`src/rtl/fft_pkg.sv`:
```
// -----------------------------------------------------------------------------
// fft_pkg
// Shared definitions for the radix-2 FFT stage sequencer:
//   - seq_state_e   : sequencer FSM states
//   - *_DEFAULT     : default transform size / pipeline latency
//   - layer_width() : width of the layer index port (never below 1 bit)
//   - bfly_*()      : butterfly A/B read address and twiddle address for
//                     butterfly k of layer L
// The helpers work in 32-bit unsigned arithmetic; callers truncate to the
// address widths, which is lossless because A, B < N and tw < N/2.
// -----------------------------------------------------------------------------
package fft_pkg;

  typedef enum logic [1:0] {
    ST_IDLE  = 2'd0,
    ST_READ  = 2'd1,
    ST_DRAIN = 2'd2,
    ST_DONE  = 2'd3
  } seq_state_e;

  localparam int unsigned FFT_SIZE_DEFAULT = 8;
  localparam int unsigned PIPE_LAT_DEFAULT = 2;

  // Width needed to hold layer indices 0..log2(N)-1.
  function automatic int unsigned layer_width(input int unsigned fft_size);
    int unsigned w;
    w = $clog2($clog2(fft_size));
    return (w < 32'd1) ? 32'd1 : w;
  endfunction

  // Position of butterfly k inside its group of 2^L butterflies.
  function automatic int unsigned bfly_pos(input int unsigned k, input int unsigned layer);
    return k & ((32'd1 << layer) - 32'd1);
  endfunction

  // Upper-leg address: group index moved up one bit, position kept in the low bits.
  function automatic int unsigned bfly_addr_a(input int unsigned k, input int unsigned layer);
    return ((k >> layer) << (layer + 32'd1)) | bfly_pos(k, layer);
  endfunction

  // Lower leg sits exactly one butterfly span (2^L) above the upper leg.
  function automatic int unsigned bfly_addr_b(input int unsigned k, input int unsigned layer);
    return bfly_addr_a(k, layer) + (32'd1 << layer);
  endfunction

  // Twiddle index scales the in-group position up to the N/2-entry ROM.
  function automatic int unsigned bfly_twiddle(input int unsigned k, input int unsigned layer,
                                               input int unsigned log2n);
    return bfly_pos(k, layer) << (log2n - 32'd1 - layer);
  endfunction

endpackage

```
`src/rtl/fft_delay_line.sv`:
```
// -----------------------------------------------------------------------------
// fft_delay_line
// Fixed-depth shift register; every stage moves one place per clock.
// Ports:
//   clk   in            clock
//   clr_n in            synchronous active-low clear of every stage
//   d     in  [WIDTH]   data entering stage 0
//   q     out [WIDTH]   data leaving the last stage (d delayed DEPTH cycles)
// -----------------------------------------------------------------------------
module fft_delay_line #(
  parameter int WIDTH = 1,
  parameter int DEPTH = 1
) (
  input  logic             clk,
  input  logic             clr_n,
  input  logic [WIDTH-1:0] d,
  output logic [WIDTH-1:0] q
);

  logic [WIDTH-1:0] stage_q [DEPTH];
  logic [WIDTH-1:0] stage_d [DEPTH];

  always_comb begin
    stage_d[0] = d;
    for (int i = 1; i < DEPTH; i++) begin
      stage_d[i] = stage_q[i-1];
    end
  end

  // NOTE: every stage is cleared, not just the strobe bit -- a stale write
  // strobe or address surviving a clear would corrupt RAM after a restart.
  always_ff @(posedge clk) begin
    if (!clr_n) begin
      for (int i = 0; i < DEPTH; i++) begin
        stage_q[i] <= '0;
      end
    end else begin
      for (int i = 0; i < DEPTH; i++) begin
        stage_q[i] <= stage_d[i];
      end
    end
  end

  assign q = stage_q[DEPTH-1];

endmodule

```
`src/rtl/fft_stage_sequencer.sv`:
```
// -----------------------------------------------------------------------------
// fft_stage_sequencer
// Address/control sequencer for an in-place radix-2 FFT. One start pulse walks
// all log2(N) layers: N/2 read cycles per layer, then PIPE_LAT drain cycles so
// the last write of a layer lands before the next layer's first read.
// Write strobe/addresses are the read strobe/addresses delayed PIPE_LAT cycles.
//
// Ports:
//   i_CLK, i_RST_N       clock, synchronous active-low reset
//   i_start              start pulse, honoured only in IDLE
//   i_stall              (FFT_SEQ_STALL_EN only) pause issue during READ
//   o_busy               high in READ and DRAIN
//   o_done               one-cycle completion pulse
//   o_layer              current layer
//   o_rden               read strobe
//   o_rdaddr_A/_B        butterfly read addresses
//   o_rdaddr_tw          twiddle ROM address
//   o_wren               write strobe
//   o_wraddr_A/_B        butterfly write addresses
//
// Build option: define FFT_SEQ_STALL_EN to add the i_stall input.
// -----------------------------------------------------------------------------
module fft_stage_sequencer
  import fft_pkg::*;
#(
  parameter int FFT_SIZE       = FFT_SIZE_DEFAULT,
  parameter int ADDR_SIZE      = $clog2(FFT_SIZE),
  parameter int TWID_ADDR_SIZE = $clog2(FFT_SIZE / 2),
  parameter int PIPE_LAT       = PIPE_LAT_DEFAULT
) (
  input  logic                                i_CLK,
  input  logic                                i_RST_N,
  input  logic                                i_start,
`ifdef FFT_SEQ_STALL_EN
  input  logic                                i_stall,
`endif
  output logic                                o_busy,
  output logic                                o_done,
  output logic [layer_width(FFT_SIZE)-1:0]    o_layer,
  output logic                                o_rden,
  output logic [ADDR_SIZE-1:0]                o_rdaddr_A,
  output logic [ADDR_SIZE-1:0]                o_rdaddr_B,
  output logic [TWID_ADDR_SIZE-1:0]           o_rdaddr_tw,
  output logic                                o_wren,
  output logic [ADDR_SIZE-1:0]                o_wraddr_A,
  output logic [ADDR_SIZE-1:0]                o_wraddr_B
);

  localparam int LOG2N   = $clog2(FFT_SIZE);
  localparam int LAYER_W = layer_width(FFT_SIZE);
  localparam int K_W     = ADDR_SIZE - 1;
  localparam int DRAIN_W = (PIPE_LAT > 1) ? $clog2(PIPE_LAT) : 1;
  localparam int DL_W    = 1 + 2 * ADDR_SIZE;

  localparam logic [K_W-1:0]     K_LAST     = K_W'(FFT_SIZE / 2 - 1);
  localparam logic [LAYER_W-1:0] LAYER_LAST = LAYER_W'(LOG2N - 1);
  localparam logic [DRAIN_W-1:0] DRAIN_LAST = DRAIN_W'(PIPE_LAT - 1);

  seq_state_e                state_q, state_d;
  logic [K_W-1:0]            k_q, k_d;
  logic [LAYER_W-1:0]        layer_q, layer_d;
  logic [DRAIN_W-1:0]        drain_q, drain_d;
  logic                      busy_q, busy_d;
  logic                      done_q, done_d;
  logic                      rden_q, rden_d;
  logic [ADDR_SIZE-1:0]      rdaddr_a_q, rdaddr_a_d;
  logic [ADDR_SIZE-1:0]      rdaddr_b_q, rdaddr_b_d;
  logic [TWID_ADDR_SIZE-1:0] rdaddr_tw_q, rdaddr_tw_d;
  logic                      stall_req;
  logic [DL_W-1:0]           dl_out;

`ifdef FFT_SEQ_STALL_EN
  assign stall_req = i_stall;
`else
  assign stall_req = 1'b0;
`endif

  // State and counters describe the cycle the outputs are showing; every
  // butterfly shown in READ has already been issued, so a stall just repeats
  // the current addresses with the strobe low and resumes at k+1.
  // NOTE: every signal gets a default before the case so no path leaves one
  // unassigned, which would otherwise infer a latch.
  always_comb begin
    state_d     = state_q;
    k_d         = k_q;
    layer_d     = layer_q;
    drain_d     = drain_q;
    rden_d      = 1'b0;
    rdaddr_a_d  = '0;
    rdaddr_b_d  = '0;
    rdaddr_tw_d = '0;

    case (state_q)
      ST_IDLE: begin
        if (i_start) begin
          state_d = ST_READ;
          k_d     = '0;
          layer_d = '0;
          rden_d  = 1'b1;
        end
      end
      ST_READ: begin
        if (k_q == K_LAST) begin
          state_d = ST_DRAIN;
          drain_d = '0;
        end else if (stall_req) begin
          rden_d = 1'b0;
        end else begin
          k_d    = k_q + K_W'(1);
          rden_d = 1'b1;
        end
      end
      ST_DRAIN: begin
        if (drain_q == DRAIN_LAST) begin
          if (layer_q == LAYER_LAST) begin
            state_d = ST_DONE;
          end else begin
            state_d = ST_READ;
            layer_d = layer_q + LAYER_W'(1);
            k_d     = '0;
            rden_d  = 1'b1;
          end
        end else begin
          drain_d = drain_q + DRAIN_W'(1);
        end
      end
      ST_DONE: begin
        state_d = ST_IDLE;
        k_d     = '0;
        layer_d = '0;
      end
      default: state_d = ST_IDLE;
    endcase

    if (state_d == ST_READ) begin
      rdaddr_a_d  = ADDR_SIZE'(bfly_addr_a(32'(k_d), 32'(layer_d)));
      rdaddr_b_d  = ADDR_SIZE'(bfly_addr_b(32'(k_d), 32'(layer_d)));
      rdaddr_tw_d = TWID_ADDR_SIZE'(bfly_twiddle(32'(k_d), 32'(layer_d), LOG2N));
    end

    busy_d = (state_d == ST_READ) || (state_d == ST_DRAIN);
    done_d = (state_d == ST_DONE);
  end

  // NOTE: state updates use non-blocking assignments so every flop samples
  // the pre-edge values regardless of statement order.
  always_ff @(posedge i_CLK) begin
    if (!i_RST_N) begin
      state_q     <= ST_IDLE;
      k_q         <= '0;
      layer_q     <= '0;
      drain_q     <= '0;
      busy_q      <= 1'b0;
      done_q      <= 1'b0;
      rden_q      <= 1'b0;
      rdaddr_a_q  <= '0;
      rdaddr_b_q  <= '0;
      rdaddr_tw_q <= '0;
    end else begin
      state_q     <= state_d;
      k_q         <= k_d;
      layer_q     <= layer_d;
      drain_q     <= drain_d;
      busy_q      <= busy_d;
      done_q      <= done_d;
      rden_q      <= rden_d;
      rdaddr_a_q  <= rdaddr_a_d;
      rdaddr_b_q  <= rdaddr_b_d;
      rdaddr_tw_q <= rdaddr_tw_d;
    end
  end

  // Write side mirrors the registered read side PIPE_LAT cycles later.
  fft_delay_line #(
    .WIDTH(DL_W),
    .DEPTH(PIPE_LAT)
  ) u_wr_delay (
    .clk   (i_CLK),
    .clr_n (i_RST_N),
    .d     ({rden_q, rdaddr_a_q, rdaddr_b_q}),
    .q     (dl_out)
  );

  assign o_busy      = busy_q;
  assign o_done      = done_q;
  assign o_layer     = layer_q;
  assign o_rden      = rden_q;
  assign o_rdaddr_A  = rdaddr_a_q;
  assign o_rdaddr_B  = rdaddr_b_q;
  assign o_rdaddr_tw = rdaddr_tw_q;
  assign o_wren      = dl_out[DL_W-1];
  assign o_wraddr_A  = dl_out[2*ADDR_SIZE-1:ADDR_SIZE];
  assign o_wraddr_B  = dl_out[ADDR_SIZE-1:0];

endmodule

```
`config.mk`:
```
export PLATFORM = sky130hd
export DESIGN_NAME = fft_stage_sequencer
export DESIGN_NICKNAME = d
export VERILOG_FILES = /design/src/rtl/fft_pkg.sv /design/src/rtl/fft_delay_line.sv /design/src/rtl/fft_stage_sequencer.sv
export SDC_FILE = /design/constraint.sdc
export NUM_CORES = 1
export LEC_CHECK = 0
export BUFFER_PORTS_ARGS = -buffer_cell sky130_fd_sc_hd__clkbuf_2
export CAP_MARGIN = 25
export CORE_ASPECT_RATIO = 2
export CORE_UTILIZATION = 49
export DETAILED_ROUTE_END_ITERATION = 8
export GPL_TIMING_DRIVEN = 1
export PLACE_DENSITY = 0.8
export SLEW_MARGIN = 20
export SYNTH_ARGS = -nofsm -noshare
export SYNTH_HDL_FRONTEND = slang
export SYNTH_SLANG_ARGS = --single-unit
export TNS_END_PERCENT = 20
```
`constraint.sdc`:
```
create_clock -name i_CLK -period 3.8 [get_ports i_CLK]
set_input_delay 0.76 -clock i_CLK [delete_from_list [all_inputs] [get_ports i_CLK]]
set_output_delay 0.76 -clock i_CLK [all_outputs]
set_load 0.005 [all_outputs]
```
==> out/results.tsv <==
metric	value	unit
status	finished, final reports clean	
Die ar.	3030	µm²
most frequent cell on the critical path	ha_1	
initial core utilization	52.7	%
reg2reg path depth	13	
Avg WL per Cell	12.2	µm
post-synthesis instance total	136	
Clock Path Buffers	2	
net count after synthesis	150	
leakage component of the power	0.000713	µW
number of antenna violations at the first check in global routing	0	
number of antenna-violating nets in the routed design	0	
dominant register cell in the synthesized netlist	dfxtp_1	
Reg2Reg Capture Point	o_rdaddr_B[2]$_SDFF_PN0_	
crit path cell chain	clkbuf_2 > nor2b_1 > o32ai_2 > inv_2 > ha_1 > a41o_1 > ha_1 > fa_1 > xnor2_1 > a311o_1 > o21ai_1	
placed standard-cell area	1460	µm²
number of buffers created by CTS	5	
peak supply drop	0.000322	V
Worst Slack Setup Final	0.610	ns
time the final worst path needs with I/O delays and setup	3.19	ns
FF+latch area	641	µm²
die span in y	76.9	µm
first-pass GRT wire length	3.83	mm
total placed cells including tap cells	177	
number of register bits inferred by synthesis	32	
number of synthesized flops with an enable pin	0	
kind of end point of the critical path	flip-flop	
register-to-register setup slack	0.77	ns
worst slew margin relative to its limit	60.0	%
Crit path max-delay family	compound AO/OA/AOI/OAI gates	
Setup TNS Final	0	ns
post-synth design cell area	1370	µm²
Hold WC Path Type	flip-flop to flip-flop	
vias after detailed routing	972	
number of global-route vias before repair	947	
pin slew with the least headroom to its limit	0.600	ns
critical path's largest stage delay	0.53	ns
sink count of the clock tree	32	
Max-Cap Viols	0	
number of optimization iterations in the first detailed-route pass	4	
initial DRC count	20	
insertion delay of the later-clocked pin in the worst-skew pair	0.28	ns
Final Non-Filler Cells	185	
final-report setup violation count	0	
hold buffers post-CTS	0	
# nets final	170	
residual DRC count	0	
number of distinct library cells after synthesis	38	
CP startpoint kind	input port	
Final Hold Fails	0	
HPWL after DPL	1.70	mm
num ports	23	
placer's final routability congestion estimate	0.770	
diode insertion count for antenna repair	0	
CTS tree	done	
most common cell after layout, fill and taps aside	dfxtp_1	
unrepaired setup endpoints after global routing	false	
proportion of layout cells with a drive suffix above 1	21.7	%
input/output buffers	22	
Syn. warnings	0	
Hold Crit Endpoint	u_wr_delay.stage_q[0][9]$_SDFF_PN0_	
power density over the cells	467	nW/µm²
most used cells in the layout excluding fill and tap cells	dfxtp_1 (32), clkbuf_2 (22), and2_1 (21)	
final period utilization	84.0	%
maximum fanout count along the critical path	8	
required time of the critical path	4.01	ns
post-synthesis async set-or-reset flop share	0	%
fill cell instance count of the final layout	233	
post-CTS setup buffer count	0	
Std-Cell Rows	26	
width of the die	39.4	µm
number of resized instances in the post-cts repair step	0	
clock slew at the register clock pins of the worst setup and hold paths	0.07	ns
H-tree Lvls	2	
path type of the worst setup path	input port to flip-flop	
Congestion Overflow GR	0	
synthesized area per cell	10.1	µm²
critical path buffer and inverter count	2	
core region area	2600	µm²
multi-input logic area	649	µm²
post-DR vias/cell	5.25	
Hold Crit Depth	1	
detailed-route wire length	2.25	mm
Worst Path Arrival	3.40	ns
design area	1590	µm²
pin count of the biggest net entering global routing	29	
GRT Resource Usage Total	17.5	%
sequential share of the synthesized area	46.7	%
hold path startpoint	u_wr_delay.stage_q[0][2]$_SDFF_PN0_	
reg2reg start	o_layer[1]$_SDFF_PN0_	
root buffer cell	clkbuf_8	
area delta synth->final	15.7	%
worst slack at placement	0.346	ns
FMAX	0.313	GHz
critical path's slowest cell	o32ai_2	
clock skew after layout	0.00487	ns
Slew Limit Fails	0	
## metrics by stage
stage	hold WS [ns]	utilization [%]	power [µW]
after CTS	0.438	61.0	748
after floorplan	0.412	-	389
after global routing	0.450	61.0	774
after detailed placement	0.422	56.2	400
after global placement	0.415	56.2	397
final	0.433	61.0	741
## where the power goes
group | leakage, µW | switching (µW) | internal, µW
clock | 0.0000645 | 118 | 231
sequential | 0.000260 | 5.90 | 346
combinational | 0.000389 | 21.6 | 18.7
## kinds of logic (layout without fill, tap and decap cells)
group,count (synthesis),count (layout),share of synthesized area (%)
and+or+nand+nor,53,53,22.5
adders and majority gates,11,11,10.6
DFF,32,32,46.7
buffers and inverters,16,37,6.02
muxes,2,2,1.46
xor gates and xnor gates,2,2,1.28
AOI/OAI and AO/OA,20,20,11.5
## routing by layer
| layer | routed length [µm] | up-vias | share of wire (%) | global-route usage [%] |
|---|---|---|---|---|
| met4 | 49 | 0 | 2.2 | 8.97 |
| met3 | 96 | 5 | 4.3 | 4.34 |
| met5 | 0 | - | 0 | 0 |
| li1 | - | 485 | - | - |
| met2 | 1240 | 35 | 55 | 29.2 |
| met1 | 870 | 447 | 39 | 18.7 |
## worst max-delay path by stage
stage               cells past startpoint     from                        to  slack [ns]
floorplan                              10  i_start  o_rdaddr_B[2]$_SDFF_PN0_        0.70
global placement                       11  i_start  o_rdaddr_B[2]$_SDFF_PN0_        0.49
detailed placement                     11  i_start  o_rdaddr_B[2]$_SDFF_PN0_        0.35
CTS                                    11  i_start  o_rdaddr_B[2]$_SDFF_PN0_        0.63
global route                           11  i_start  o_rdaddr_B[2]$_SDFF_PN0_        0.49
finish                                 11  i_start  o_rdaddr_B[2]$_SDFF_PN0_        0.61
## flip-flops by register name (all words and copies together) (netlist names)
name                count
state_q                 2
o_busy                  1
o_rdaddr_B              3
o_done                  1
o_rdaddr_tw             2
o_rdaddr_A              3
u_wr_delay.stage_q     14
drain_q                 1
o_rden                  1
k_q                     2
o_layer                 2
## layout make-up
cell class / instances / share of cell area (%)
multi-input cells: 88 / 40.9
flip-flops and latches: 32 / 40.3
repair buffers: 22 / 6.93
clock buffers: 7 / 6.07
well taps: 28 / 2.21
clock inverters: 1 / 1.89
inverters: 7 / 1.65
## synth_stat cells, types with 2 or more instances
master / n / area [µm²]
dfxtp_1: 32 / 641
and2_1: 21 / 131
ha_1: 10 / 125
nor2_1: 7 / 26.3
nor2b_1: 7 / 43.8
buf_4: 6 / 45.0
inv_1: 6 / 22.5
a21oi_1: 4 / 20.0
nand2b_1: 4 / 25.0
clkbuf_1: 3 / 11.3
nand2_1: 3 / 11.3
a21o_1: 2 / 15.0
and3_1: 2 / 12.5
mux2i_1: 2 / 20.0
nand3_1: 2 / 10.0
o21ai_0: 2 / 10.0
or3_1: 2 / 12.5
Power figures use the tool's default switching activity.
